===== config.mk =====
export PLATFORM = sky130hd
export DESIGN_NAME = game_turn_ctrl
export DESIGN_NICKNAME = d
export VERILOG_FILES = /design/src/rtl/game_turn_ctrl.sv
export SDC_FILE = /design/constraint.sdc
export NUM_CORES = 1
export LEC_CHECK = 0
export BUFFER_PORTS_ARGS = -buffer_cell sky130_fd_sc_hd__buf_2
export CAP_MARGIN = 10
export CORE_MARGIN = 3
export CORE_UTILIZATION = 50
export CTS_BUF_LIST = sky130_fd_sc_hd__clkbuf_16
export DETAILED_ROUTE_END_ITERATION = 8
export PLACE_DENSITY = 0.77
export SLEW_MARGIN = 20
export SYNTH_ARGS = -nofsm -noshare
export SYNTH_HDL_FRONTEND = slang
export SYNTH_SLANG_ARGS = --single-unit

===== constraint.sdc =====
create_clock -name clk -period 5 [get_ports clk]
set_input_delay 0.5 -clock clk [delete_from_list [all_inputs] [get_ports clk]]
set_output_delay 0.5 -clock clk [all_outputs]
set_load 0.05 [all_outputs]

===== src/rtl/game_turn_ctrl.sv =====
// Turn sequencer for one game round: rotates 2-4 players through select, reveal and
// advance-or-pass, tracks every player's track position and declares the winner.
module game_turn_ctrl #(
   parameter int TRACK_LEN    = 24,
   parameter int POS_W        = 5,
   parameter int REVEAL_TICKS = 4
) (
   input  logic                 clk,
   input  logic                 rst,
   input  logic                 start,
   input  logic [1:0]           num_players,
   input  logic                 tick,
   input  logic                 card_valid,
   input  logic                 card_match,
   output logic [2:0]           state,
   output logic [1:0]           turn,
   output logic                 reveal_active,
   output logic [4*POS_W-1:0]   positions,
   output logic                 winner_valid,
   output logic [1:0]           winner
);

   typedef enum logic [2:0] {
      IDLE    = 3'd0,
      SELECT  = 3'd1,
      REVEAL  = 3'd2,
      ADVANCE = 3'd3,
      NEXT    = 3'd4,
      DONE    = 3'd5
   } state_t;

   localparam int                CNT_W    = $clog2(REVEAL_TICKS + 1);
   localparam logic [CNT_W-1:0]  CNT_LOAD = CNT_W'(REVEAL_TICKS);
   localparam logic [POS_W-1:0]  WIN_POS  = POS_W'(TRACK_LEN - 1);

   state_t            state_q;
   logic [1:0]        turn_q;
   logic [1:0]        players_q;
   logic [1:0]        winner_q;
   logic              winner_valid_q;
   logic              match_q;
   logic [CNT_W-1:0]  cnt_q;
   logic [POS_W-1:0]  pos_q [4];

   logic [POS_W-1:0]  pos_inc_d;
   logic [1:0]        last_player_d;

   // Latched count 00/01/10 maps to highest player index 1/2/3.
   always_comb begin
      pos_inc_d     = pos_q[turn_q] + POS_W'(1);
      last_player_d = players_q + 2'd1;
   end

   always_ff @(posedge clk or posedge rst) begin
      if (rst) begin
         state_q        <= IDLE;
         turn_q         <= 2'd0;
         players_q      <= 2'd0;
         winner_q       <= 2'd0;
         winner_valid_q <= 1'b0;
         match_q        <= 1'b0;
         cnt_q          <= '0;
         for (int i = 0; i < 4; i++) pos_q[i] <= '0;
      end else begin
         case (state_q)
            IDLE, DONE: begin
               if (start && num_players != 2'b11) begin
                  players_q      <= num_players;
                  turn_q         <= 2'd0;
                  winner_q       <= 2'd0;
                  winner_valid_q <= 1'b0;
                  for (int i = 0; i < 4; i++) pos_q[i] <= '0;
                  state_q        <= SELECT;
               end
            end
            SELECT: begin
               if (card_valid) begin
                  match_q <= card_match;
                  cnt_q   <= CNT_LOAD;
                  state_q <= REVEAL;
               end
            end
            REVEAL: begin
               if (tick) begin
                  cnt_q <= cnt_q - CNT_W'(1);
                  if (cnt_q == CNT_W'(1)) state_q <= match_q ? ADVANCE : NEXT;
               end
            end
            ADVANCE: begin
               // Saturate at the winning tile so a position can never run past the track.
               if (pos_q[turn_q] < WIN_POS) pos_q[turn_q] <= pos_inc_d;
               if (pos_inc_d == WIN_POS) begin
                  winner_q       <= turn_q;
                  winner_valid_q <= 1'b1;
                  state_q        <= DONE;
               end else begin
                  state_q <= SELECT;
               end
            end
            NEXT: begin
               turn_q  <= (turn_q == last_player_d) ? 2'd0 : turn_q + 2'd1;
               state_q <= SELECT;
            end
            default: state_q <= IDLE;
         endcase
      end
   end

   assign state         = state_q;
   assign turn          = turn_q;
   assign reveal_active = (state_q == REVEAL);
   assign winner_valid  = winner_valid_q;
   assign winner        = winner_q;

   for (genvar gi = 0; gi < 4; gi++) begin : g_pos
      assign positions[gi*POS_W +: POS_W] = pos_q[gi];
   end

endmodule


==> results by group, run 1 <==
Clock network
  • CTS HTree Levels: 2
  • TritonCTS Buffers: 5
  • CTS Sinks: 34
  • Clock Tree Buf Depth: 2
  • CTS tree: built
  • Worst-Skew Late Latency: roughly 0.28 ns
  • Reg clk slew, reported paths: approximately 0.05 ns
  • Hold_buf cts: 0
  • Post-CTS Setup Bufs: 0
  • CTS root buffer: clkbuf_16
  • CTS resizes: 0

Floorplan
  • I/O Pins: 37
  • Die width: about 67 µm
  • Die H: roughly 67 µm
  • Die ar.: about 4400 µm²
  • Core Region: about 3400 µm²
  • Row cnt: 21
  • Starting Density: 0.535

Run status
  • Status: completed

Route
  • Post-DRT Antenna Nets: 0
  • Vias post-DR: approximately 1.5k
  • DRT Pass-1 Iters: 4
  • DR WL/cell: 15.9 µm
  • DR iter-0 viols: 92
  • # DRC: 0
  • Post-DR vias/cell: roughly 5.6
  • WL final: about 4.2 mm

STA
  • Tcrit/Tclk final: 0.478
  • Final hold vios: 0
  • Unrepaired setup endpoints after global routing: false
  • Setup violators final: 0
  • Maximum clock frequency: 418 MHz
  • Worst-Margin Slew: 0.605 ns
  • TNS Setup: 0 ns
  • Setup Skew: a little over 0.004 ns
  • Max Slew Vio Count: 0
  • Relative slew slack: 0.597
  • Tmin final: 2.39 ns

Pwr
  • Power Density: between 500 and 600 nW/µm²
  • Clock power frac: 0.235
  • Leakage power: between 1 and 1.5 nW
  • Sequential Power Share: 0.344
  • Comb pwr share: 0.421
  • Internal: approximately 0.0007 W
  • Max VDD drop: roughly 260 µV
  • Sw frac: 0.442
  • NetSw: between 0.0005 and 0.0006 W

Placed design
  • Placer Congestion: roughly 0.84
  • PortBufs: 36
  • Post-DP HPWL: between 2 and 3 mm
  • DP Area: 2060 µm²

Logic synthesis
  • Post-synth EDFFs: 0
  • Cells after Synth: between 150 and 200
  • Syn_area_per_cell: about 11 µm²
  • Cell variety after synth: 35
  • Asr flop ratio synth: 1.00
  • Syn nets: 191
  • Main synth FF type: dfrtp_1
  • Register area share after synthesis: 0.462
  • #FFs+latches synth: 34
  • Post-Syn Area: between 1500 and 2000 µm²
  • Warnings, synthesis: 0

Global routing
  • Vias in the first global route: between 1k and 1.5k
  • Largest net degree at the start of global routing: 35
  • Gr usage total: 0.211
  • First-pass GRT wire length: 6.82 mm
  • Total congestion overflow: 0
  • Initial antenna violation count: 0

Critical path
  • Worst setup startpoint: turn[1]$_DFFE_PP0P_
  • Required time of the worst setup path: a little over 5 ns
  • Startpoint Class: register
  • Worst r2r src: turn[1]$_DFFE_PP0P_
  • Crit path capture type: register
  • Worst EP arrival: about 2.6 ns
  • Largest fanout on the critical path: 11
  • Setup slack, reg-to-reg: 2.61 ns
  • Crit path kind: reg -> reg

Layout
  • Final Cell Area: between 2000 and 2500 µm²
  • Layout Nets: between 200 and 250
  • Share of layout cells above drive strength 1: 0.282
  • Area grow syn2layout: 19.4%
  • Diode count: 0

Worst hold path
  • Hold Path Class: in -> async

Flow run
  • Max-cap viol count: 0
-- worst paths after layout --
check,cells after the start,endpoint
worst max-delay path,6,winner[1]$_DFFE_PP0P_
worst min-delay path,3,positions[16]$_DFFE_PP0P_
worst max register to register,6,winner[1]$_DFFE_PP0P_
worst min register to register,2,cnt_q[1]$_DFFE_PP0P_
max in group asynchronous,3,positions[0]$_DFFE_PP0P_
min in group clk,2,match_q$_DFFE_PP0P_
-- registers in the layout, indices dropped and copies added (netlist names) --
name / cells
match_q: 1
winner_valid: 1
positions: 20
state: 3
winner: 2
cnt_q: 3
turn: 2
players_q: 2
-- power groups by stage --
stage,Sequential (W),Combinational [W],Clock [W]
2_1_floorplan,0.000526,0.000293,0
3_3_place_gp,0.000421,0.000496,0
3_5_place_dp,0.000425,0.000507,0
4_1_cts,0.000421,0.000518,0.000292
5_1_grt,0.000437,0.000558,0.000304
6_report,0.000422,0.000517,0.000287
-- synth_stat cells (all sizes together) (4+ instances only) --
master	count	area, µm²
inv	8	30.0
dfrtp	34	851
xor2	5	62.6
o21ai	27	135
nand3	10	55.1
nand2	32	150
nor3b	4	30.0
mux4	5	113
a21oi	4	20.0
o22ai	4	25.0
and2	4	25.0
ha	8	100
-- metrics by stage --
stage | total power [W] | hold WS (ns) | util | std cells | worst slack (ns)
finish | 0.00123 | 0.297 | 0.639 | 262 | 2.61
global route | 0.00130 | 0.366 | 0.639 | 262 | 2.46
CTS | 0.00123 | 0.316 | 0.639 | 262 | 2.60
detailed placement | 0.000932 | 0.503 | 0.599 | 254 | 2.61
global placement | 0.000917 | 0.487 | 0.599 | 254 | 2.70
floorplan | 0.000820 | 0.469 | - | 175 | 2.17
-- cell usage in the layout (no fill, tap or decap), drive strengths merged --
master | netlist | final
and2 | 4 | 4
ha | 8 | 8
and3b | 1 | 1
xnor2 | 2 | 2
nor3b | 4 | 4
a31oi | 3 | 3
nand3b | 2 | 2
a21boi | 1 | 1
o21a | 1 | 1
o31ai | 2 | 2
a21oi | 4 | 4
o22ai | 4 | 4
nand3 | 10 | 10
nand4 | 1 | 1
or3 | 1 | 1
o22a | 1 | 1
nor2 | 2 | 2
dfrtp | 34 | 34
xor2 | 5 | 5
clkinv | 0 | 2
or2 | 1 | 1
or2b | 1 | 1
o21ai | 27 | 27
nand2b | 3 | 3
buf | 2 | 38
inv | 8 | 9
mux2 | 3 | 3
clkbuf | 3 | 5
nand2 | 32 | 32
mux4 | 5 | 5
-- logic make-up after synthesis --
| logic type | Yosys count | synth area share |
|---|---|---|
| AOI/OAI and AO/OA | 43 | 0.137 |
| xor gates and xnor gates | 7 | 0.0476 |
| adders and majority gates | 8 | 0.0543 |
| buffers and inverters | 13 | 0.0346 |
| DFF | 34 | 0.462 |
| muxes | 8 | 0.0795 |
| and+or+nand+nor | 62 | 0.185 |
-- routing by layer --
layer  vias to the layer above  global-route usage  part of all wire
li1                        701                   -                 -
met1                       724               0.290              0.47
met2                        39               0.303              0.46
met3                        14              0.0540             0.044
met4                         0               0.114             0.028
met5                         -                   0                 0
-- critical path, cell delays in order (launching register included) --
cell	delay, ns
dfrtp_1	0.62
mux4_2	0.69
ha_1	0.30
xnor2_2	0.20
or2_1	0.26
o21ai_1	0.13
a21oi_1	0.08
-- cell type report --
cell class,count,area (µm²)
clock buffer,5,125
sequential,34,851
timing repair buffer,38,195
inverter,8,30.0
tap,46,57.6
clock inverter,3,12.5
multi-input combinational,128,927
fill,291,1240
Power figures use the tool's default switching activity.
==> run 2: changes to the inputs <==
--- a/config.mk
+++ b/config.mk
@@ -5,13 +5,14 @@
 export SDC_FILE = /design/constraint.sdc
 export NUM_CORES = 1
 export LEC_CHECK = 0
+export ABC_AREA = 1
 export BUFFER_PORTS_ARGS = -buffer_cell sky130_fd_sc_hd__buf_2
 export CAP_MARGIN = 10
 export CORE_MARGIN = 3
 export CORE_UTILIZATION = 50
 export CTS_BUF_LIST = sky130_fd_sc_hd__clkbuf_16
 export DETAILED_ROUTE_END_ITERATION = 8
-export PLACE_DENSITY = 0.77
+export PLACE_DENSITY = 0.76
 export SLEW_MARGIN = 20
 export SYNTH_ARGS = -nofsm -noshare
 export SYNTH_HDL_FRONTEND = slang
==> constraint.sdc (replaced) <==
create_clock -name clk -period 2.3 [get_ports clk]
set_input_delay 0.23 -clock clk [delete_from_list [all_inputs] [get_ports clk]]
set_output_delay 0.23 -clock clk [all_outputs]
set_load 0.05 [all_outputs]
==> run 2 against run 1 <==
Effect of this change:
- global-route usage is 0.42 points lower
- synthesized cell count is 61% higher
- total power grew to 3.0 times the previous value
- worst hold slack worse by 0.25 ns
- non-clock buffer count is 1 higher
- synthesized area is 14% higher
- sequential share of layout area is 4.0 points lower
- critical path type unchanged
==> results by group, run 2 <==
Run status
  • Status: completed

Clock network
  • Clock Tree Buf Depth: 2 (unchanged)
  • CTS resizes: 0 (unchanged)
  • CTS root buffer: clkbuf_16
  • CTS tree: built
  • Reg clk slew, reported paths: 0.05 ns (about the same)
  • TritonCTS Buffers: 5 (unchanged)
  • Hold_buf cts: 0 (unchanged)
  • CTS HTree Levels: 2 (unchanged)
  • Post-CTS Setup Bufs: 0 (unchanged)
  • CTS Sinks: 34 (unchanged)
  • Worst-Skew Late Latency: 0.28 ns (about the same)

Pwr
  • Tot Pwr: 0.00371 W (+200%)
  • Max VDD drop: 710 µV (+170%)
  • Leakage power: 1.40 nW (+39%)
  • Power Density: 1510 nW/µm² (+170%)

Floorplan
  • I/O Pins: 37 (unchanged)
  • Starting Density: 0.545 (+0.0101)
  • Die ar.: 5020 µm² (+13%)
  • Die width: 70.8 µm (+6.2%)
  • Row cnt: 22 (+4.8%)
  • Die H: 70.8 µm (+6.2%)
  • Core Region: 3850 µm² (+12%)

Logic synthesis
  • Asr flop ratio synth: 1.00 (unchanged)
  • Synth top area share: 0.405 (-0.0570)
  • Main synth FF type: dfrtp_1
  • Cell variety after synth: 22 (-37%)
  • Post-Syn Area: 2100 µm² (+14%)
  • #FFs+latches synth: 34 (unchanged)
  • Largest area contributor in the synthesized netlist: dfrtp_1
  • Syn nets: 298 (+56%)
  • Top post-synthesis cells by count: nand2_1 (101), nand3_1 (37), dfrtp_1 (34), inv_1 (33), nor2_1 (13)
  • Post-synth EDFFs: 0 (unchanged)
  • Syn_area_per_cell: 7.45 µm² (-29%)
  • Top cells by area, synth: dfrtp_1 (41%), nand2_1 (18%), nand3_1 (8.8%)
  • Cells after Synth: 282 (+61%)
  • Register area share after synthesis: 0.405 (-0.0570)
  • Cell with the most instances after synthesis: nand2_1
  • Warnings, synthesis: 0 (unchanged)

Critical path
  • WP buf/inv: 3 (+3)
  • CP most frequent cell: nand2_1
  • Peak per-stage delay on the critical path: 0.46 ns (-0.23 ns)
  • Startpoint Class: register
  • Crit path kind: reg -> reg
  • Slowest stage cell, crit path: dfrtp_1
  • Required time of the worst setup path: 2.51 ns (-2.65 ns)
  • Top delay family on crit path: simple AND/OR/NAND/NOR gates
  • Worst EP arrival: 2.15 ns (-0.40 ns)
  • Crit path capture type: register
  • Worst setup startpoint: turn[0]$_DFFE_PP0P_
  • Worst path cell trace: inv_2 -> nand2_1 -> nand3_1 -> nand2_2 -> inv_2 -> ha_1 -> inv_1 -> nor2_2 -> nand3_2 -> nand2_4 -> nand3_4 -> nand2_1 -> nand2_1 -> nor2_1
  • Worst r2r src: turn[0]$_DFFE_PP0P_
  • Largest fanout on the critical path: 17 (+6)

Global routing
  • Vias in the first global route: 1,715 (+24%)
  • Total congestion overflow: 0 (unchanged)
  • Initial antenna violation count: 0 (unchanged)
  • First-pass GRT wire length: 8.32 mm (+22%)
  • Largest net degree at the start of global routing: 35 (unchanged)
  • Gr usage total: 0.207 (-0.00420)

Layout
  • Max FFs per register: 20 (unchanged)
  • Commonest non-fill, non-tap cell in the layout: nand2_1
  • Fillers: 352 (+21%)
  • Most frequent cells in the layout: nand2_1 (101), nand3_1 (37), buf_2 (36)
  • Area grow syn2layout: 16.7%
  • Diode count: 0 (unchanged)
  • Layout Nets: 339 (+47%)
  • Share of layout cells above drive strength 1: 0.247 (-0.0355)

STA
  • Relative slew slack: 0.701 (+0.105)
  • Tcrit/Tclk final: 0.845 (+0.367)
  • Final hold vios: 0 (unchanged)
  • Max Slew Vio Count: 0 (unchanged)
  • Setup WS post-layout: 0.356 ns (-2.25 ns)
  • Worst-Margin Slew: 0.446 ns (-0.159 ns)
  • Setup Skew: 0.00486 ns (+0.000824 ns)
  • Unrepaired setup endpoints after global routing: false
  • Setup violators final: 0 (unchanged)
  • Tmin final: 1.94 ns (-0.448 ns)
  • TNS Setup: 0 ns (unchanged)
  • Maximum clock frequency: 515 MHz (+23%)

Route
  • DRT Pass-1 Iters: 4 (unchanged)
  • Vias post-DR: 1,937 (+31%)
  • Post-DR vias/cell: 5.21 (-7.7%)
  • DR iter-0 viols: 157 (+71%)
  • DR WL/cell: 13.2 µm (-17%)
  • Post-DRT Antenna Nets: 0 (unchanged)
  • # DRC: 0 (unchanged)
  • WL final: 4.92 mm (+18%)

Placed design
  • Post-DP HPWL: 3.64 mm (+25%)
  • Placer Congestion: 0.884 (+5.6%)
  • PortBufs: 36 (unchanged)
  • Post-Place Setup Slack: 0.393 ns (-2.21 ns)

Flow run
  • Max-cap viol count: 0 (unchanged)

Worst hold path
  • Hold Path Class: in -> async
==> run 2: logic make-up after synthesis <==
group | synth area share
and+or+nand+nor | 0.407
buffers and inverters | 0.0983
AOI/OAI and AO/OA | 0.0375
adders and majority gates | 0.0476
xor gates and xnor gates | 0.00417
DFF | 0.405
==> run 2: final cells by class <==
cell class              instances  area (µm²)  share of cell area
multi-input cells             201        1040               0.426
flip-flops and latches         34         851               0.347
repair buffers                 39         203              0.0827
inverters                      42         158              0.0643
clock buffers                   5         125              0.0510
well taps                      48        60.1              0.0245
clock inverters                 3        12.5             0.00510
==> run 2: per-layer routing <==
metal / up-vias / part of all wire / track usage
li1: 966 / - / -
met1: 888 / 0.49 / 0.306
met2: 71 / 0.43 / 0.292
met3: 12 / 0.060 / 0.0497
met4: 0 / 0.022 / 0.0793
met5: - / 0 / 0
==> run 2: final timing paths <==
kind                       cells after the start  slack, ns                   endpoint
max                                           14       0.36      winner[1]$_DFFE_PP0P_
min                                            3       0.04  positions[12]$_DFFE_PP0P_
max reg2reg                                   14       0.36      winner[1]$_DFFE_PP0P_
min in group clk                               3       0.21        match_q$_DFFE_PP0P_
min reg2reg                                    2       0.48   winner_valid$_DFFE_PP0P_
max in group asynchronous                      3       1.95   positions[4]$_DFFE_PP0P_
==> run 2: tightest hold or removal path, cell delays in order <==
cell	delay, ns
buf_2	0.09
inv_1	0.04
buf_4	0.38
==> run 2: per-stage QoR <==
| step | std cells | hold WS, ns | instance area, µm² | utilization |
|---|---|---|---|---|
| 6_report | 372 | 0.0431 | 2450 | 0.636 |
| 5_1_grt | 372 | 0.0975 | 2450 | 0.636 |
| 4_1_cts | 372 | 0.0617 | 2450 | 0.636 |
| 3_5_place_dp | 364 | 0.358 | 2310 | 0.601 |
| 3_3_place_gp | 364 | 0.343 | 2310 | 0.601 |
| 2_1_floorplan | 282 | 0.372 | 2100 | - |
==> run 2: report_power, final <==
group	internal [W]	total [W]	switching, W
combinational	0.000544	0.00212	0.00158
sequential	0.000772	0.000956	0.000184
clock	0.000391	0.000633	0.000242
total	0.00171	0.00371	0.00200
==> run 3: changes to the inputs <==
==> constraint.sdc (replaced) <==
create_clock -name clk -period 1.8 [get_ports clk]
set_input_delay 0.18 -clock clk [delete_from_list [all_inputs] [get_ports clk]]
set_output_delay 0.18 -clock clk [all_outputs]
set_load 0.05 [all_outputs]
==> run 3 against run 2 <==
Effect of this change:
- combinational power up 57%
- flip-flop and latch count did not move
- via count up 6.6%
- worst hold slack better by 0.12 ns
- register-to-register slack got worse by 0.32 ns
- largest power group unchanged
- critical path type unchanged
==> results by group, run 3 (same netlist as run 2, synthesis figures left out) <==
Run status
  • Status: completed

Layout
  • Footprint of the multi-input gates: 1140 µm² (+9.0%)
  • Max FFs per register: 20 (unchanged)
  • Share of layout cells above drive strength 1: 0.318 (+0.0710)
  • FF+latch area: 856 µm² (+0.59%)
  • Area grow syn2layout: 28.9%
  • Non-filler cells, final: 394 (+5.9%)
  • Fillers: 309 (-12%)
  • Layout Nets: 361 (+6.5%)
  • Commonest non-fill, non-tap cell in the layout: nand2_1
  • Most frequent cells in the layout: nand2_1 (97), nand3_1 (37), buf_2 (36)
  • Diode count: 0 (unchanged)

Global routing
  • First-pass GRT wire length: 8.27 mm (-0.58%)
  • Largest net degree at the start of global routing: 25 (-29%)
  • Total congestion overflow: 0 (unchanged)
  • Vias in the first global route: 1,764 (+2.9%)
  • Gr usage total: 0.209 (+0.00147)
  • Initial antenna violation count: 0 (unchanged)

Placed design
  • Post-DP HPWL: 3.66 mm (+0.57%)
  • PortBufs: 36 (unchanged)
  • Cells after DPL: 370 (+1.6%)
  • Placer Congestion: 0.955 (+8.0%)

Route
  • Post-DRT Antenna Nets: 0 (unchanged)
  • DR iter-0 viols: 210 (+34%)
  • # DRC: 0 (unchanged)
  • WL final: 5.54 mm (+13%)
  • Post-DR vias/cell: 5.24 (+0.66%)
  • DR WL/cell: 14.1 µm (+6.2%)
  • Vias post-DR: 2,065 (+6.6%)
  • DRT Pass-1 Iters: 5 (+1)

Critical path
  • Worst EP arrival: 1.97 ns (-0.18 ns)
  • Crit path kind: reg -> reg
  • Largest fanout on the critical path: 8 (-9)
  • Required time of the worst setup path: 2.01 ns (-0.50 ns)
  • WP buf/inv: 3 (unchanged)
  • Peak per-stage delay on the critical path: 0.46 ns (about the same)
  • Crit path capture type: register
  • Top delay family on crit path: simple AND/OR/NAND/NOR gates
  • Slowest stage cell, crit path: dfrtp_2
  • Startpoint Class: register
  • Worst path cell trace: inv_4 -> nand2_1 -> nand3_2 -> nand2_2 -> inv_2 -> ha_4 -> inv_1 -> nand2_1 -> nand2_2 -> nor2_4 -> nand3_4 -> nand2_2 -> nand2_1 -> nor2_1

Pwr
  • Tot Pwr: 0.00536 W (+44%)
  • Leakage power: 1.49 nW (+6.9%)
  • Max VDD drop: 1160 µV (+63%)
  • Power Density: 1980 nW/µm² (+31%)

STA
  • Tcrit/Tclk final: 0.979 (+0.134)
  • Setup Skew: 0.00623 ns (+0.00137 ns)
  • TNS Setup: 0 ns (unchanged)
  • Max Slew Vio Count: 0 (unchanged)
  • Relative slew slack: 0.751 (+0.0499)
  • Final hold vios: 0 (unchanged)
  • Tmin final: 1.76 ns (-0.181 ns)
  • Worst-Margin Slew: 0.372 ns (-0.0746 ns)
  • Maximum clock frequency: 567 MHz (+10%)
  • Unrepaired setup endpoints after global routing: true
  • Setup violators final: 0 (unchanged)

Clock network
  • Clock Tree Buf Depth: 2 (unchanged)
  • TritonCTS Buffers: 5 (unchanged)
  • CTS HTree Levels: 2 (unchanged)
  • CTS root buffer: clkbuf_16
  • CTS Sinks: 34 (unchanged)
  • CTS tree: built
  • Reg clk slew, reported paths: 0.05 ns (about the same)
  • Worst-Skew Late Latency: 0.28 ns (about the same)

Floorplan
  • Row cnt: 22 (unchanged)
  • I/O Pins: 37 (unchanged)
  • Die H: 70.8 µm (unchanged)
  • Die ar.: 5020 µm² (unchanged)
  • Core Region: 3850 µm² (unchanged)
  • Die width: 70.8 µm (unchanged)
  • Starting Density: 0.545 (unchanged)

Worst hold path
  • Hold Path Class: in -> reg

Flow run
  • Max-cap viol count: 0 (unchanged)
## run 3: layout make-up
cell class / instances / area share
Sequential cell: 34 / 0.316
Inverter: 42 / 0.0610
Timing Repair Buffer: 59 / 0.130
Clock inverter: 3 / 0.00416
Tap cell: 48 / 0.0222
Clock buffer: 5 / 0.0462
Multi-Input combinational cell: 203 / 0.420
## run 3: metrics by stage
step / hold slack, ns / setup WS (ns) / util / instance area (µm²)
floorplan: 0.321 / 0.00409 / - / 2130
global placement: 0.215 / 0.0873 / 0.619 / 2390
detailed placement: 0.223 / 0.0215 / 0.619 / 2390
CTS: 0.163 / 0.00559 / 0.657 / 2530
global route: 0.191 / -0.0960 / 0.703 / 2710
finish: 0.164 / 0.0374 / 0.703 / 2710
## run 3: timing repair
action | 4_1_cts | 5_1_grt
endpoints found under the setup margin | 0 | 23
hold buffers | 1 | 0
buffers inserted | 0 | 13
hold endpoints to repair | 34 | 0
resized for setup | 0 | 13
## run 3: power by group
group	internal, W	leakage [nW]	total [W]	switching [W]
combinational	0.00102	0.969	0.00333	0.00231
clock	0.000497	0.0738	0.000799	0.000302
sequential	0.000997	0.449	0.00124	0.000239
total	0.00251	1.49	0.00536	0.00285
## run 3: worst reg2reg max path, cell delays in order (launching register included)
cell and delay [ns]:
dfrtp_2 0.46, inv_4 0.11, nand2_1 0.07, nand3_2 0.07
nand2_2 0.07, inv_2 0.09, ha_4 0.14, inv_1 0.06
nand2_1 0.08, nand2_2 0.08, nor2_4 0.12, nand3_4 0.11
nand2_2 0.08, nand2_1 0.04, nor2_1 0.10
## run 3: final timing paths
| check | from | end | slack [ns] | depth (start not counted) |
|---|---|---|---|---|
| max | turn[0]$_DFFE_PP0P_ | winner[1]$_DFFE_PP0P_ | 0.04 | 14 |
| min | num_players[0] | players_q[0]$_DFFE_PP0P_ | 0.16 | 3 |
| max reg2reg | turn[0]$_DFFE_PP0P_ | winner[1]$_DFFE_PP0P_ | 0.04 | 14 |
| min reg2reg | winner_valid$_DFFE_PP0P_ | winner_valid$_DFFE_PP0P_ | 0.47 | 2 |
| max in group asynchronous | rst | state[1]$_DFFE_PP0P_ | 1.11 | 4 |
| min in group asynchronous | rst | positions[14]$_DFFE_PP0P_ | 0.47 | 4 |
## run 3: routing by layer
| layer | track usage | wire length, µm |
|---|---|---|
| met1 | 0.304 | 2440 |
| met2 | 0.300 | 2530 |
| met3 | 0.0540 | 459 |
| met4 | 0.0731 | 109 |
| met5 | 0 | 0 |
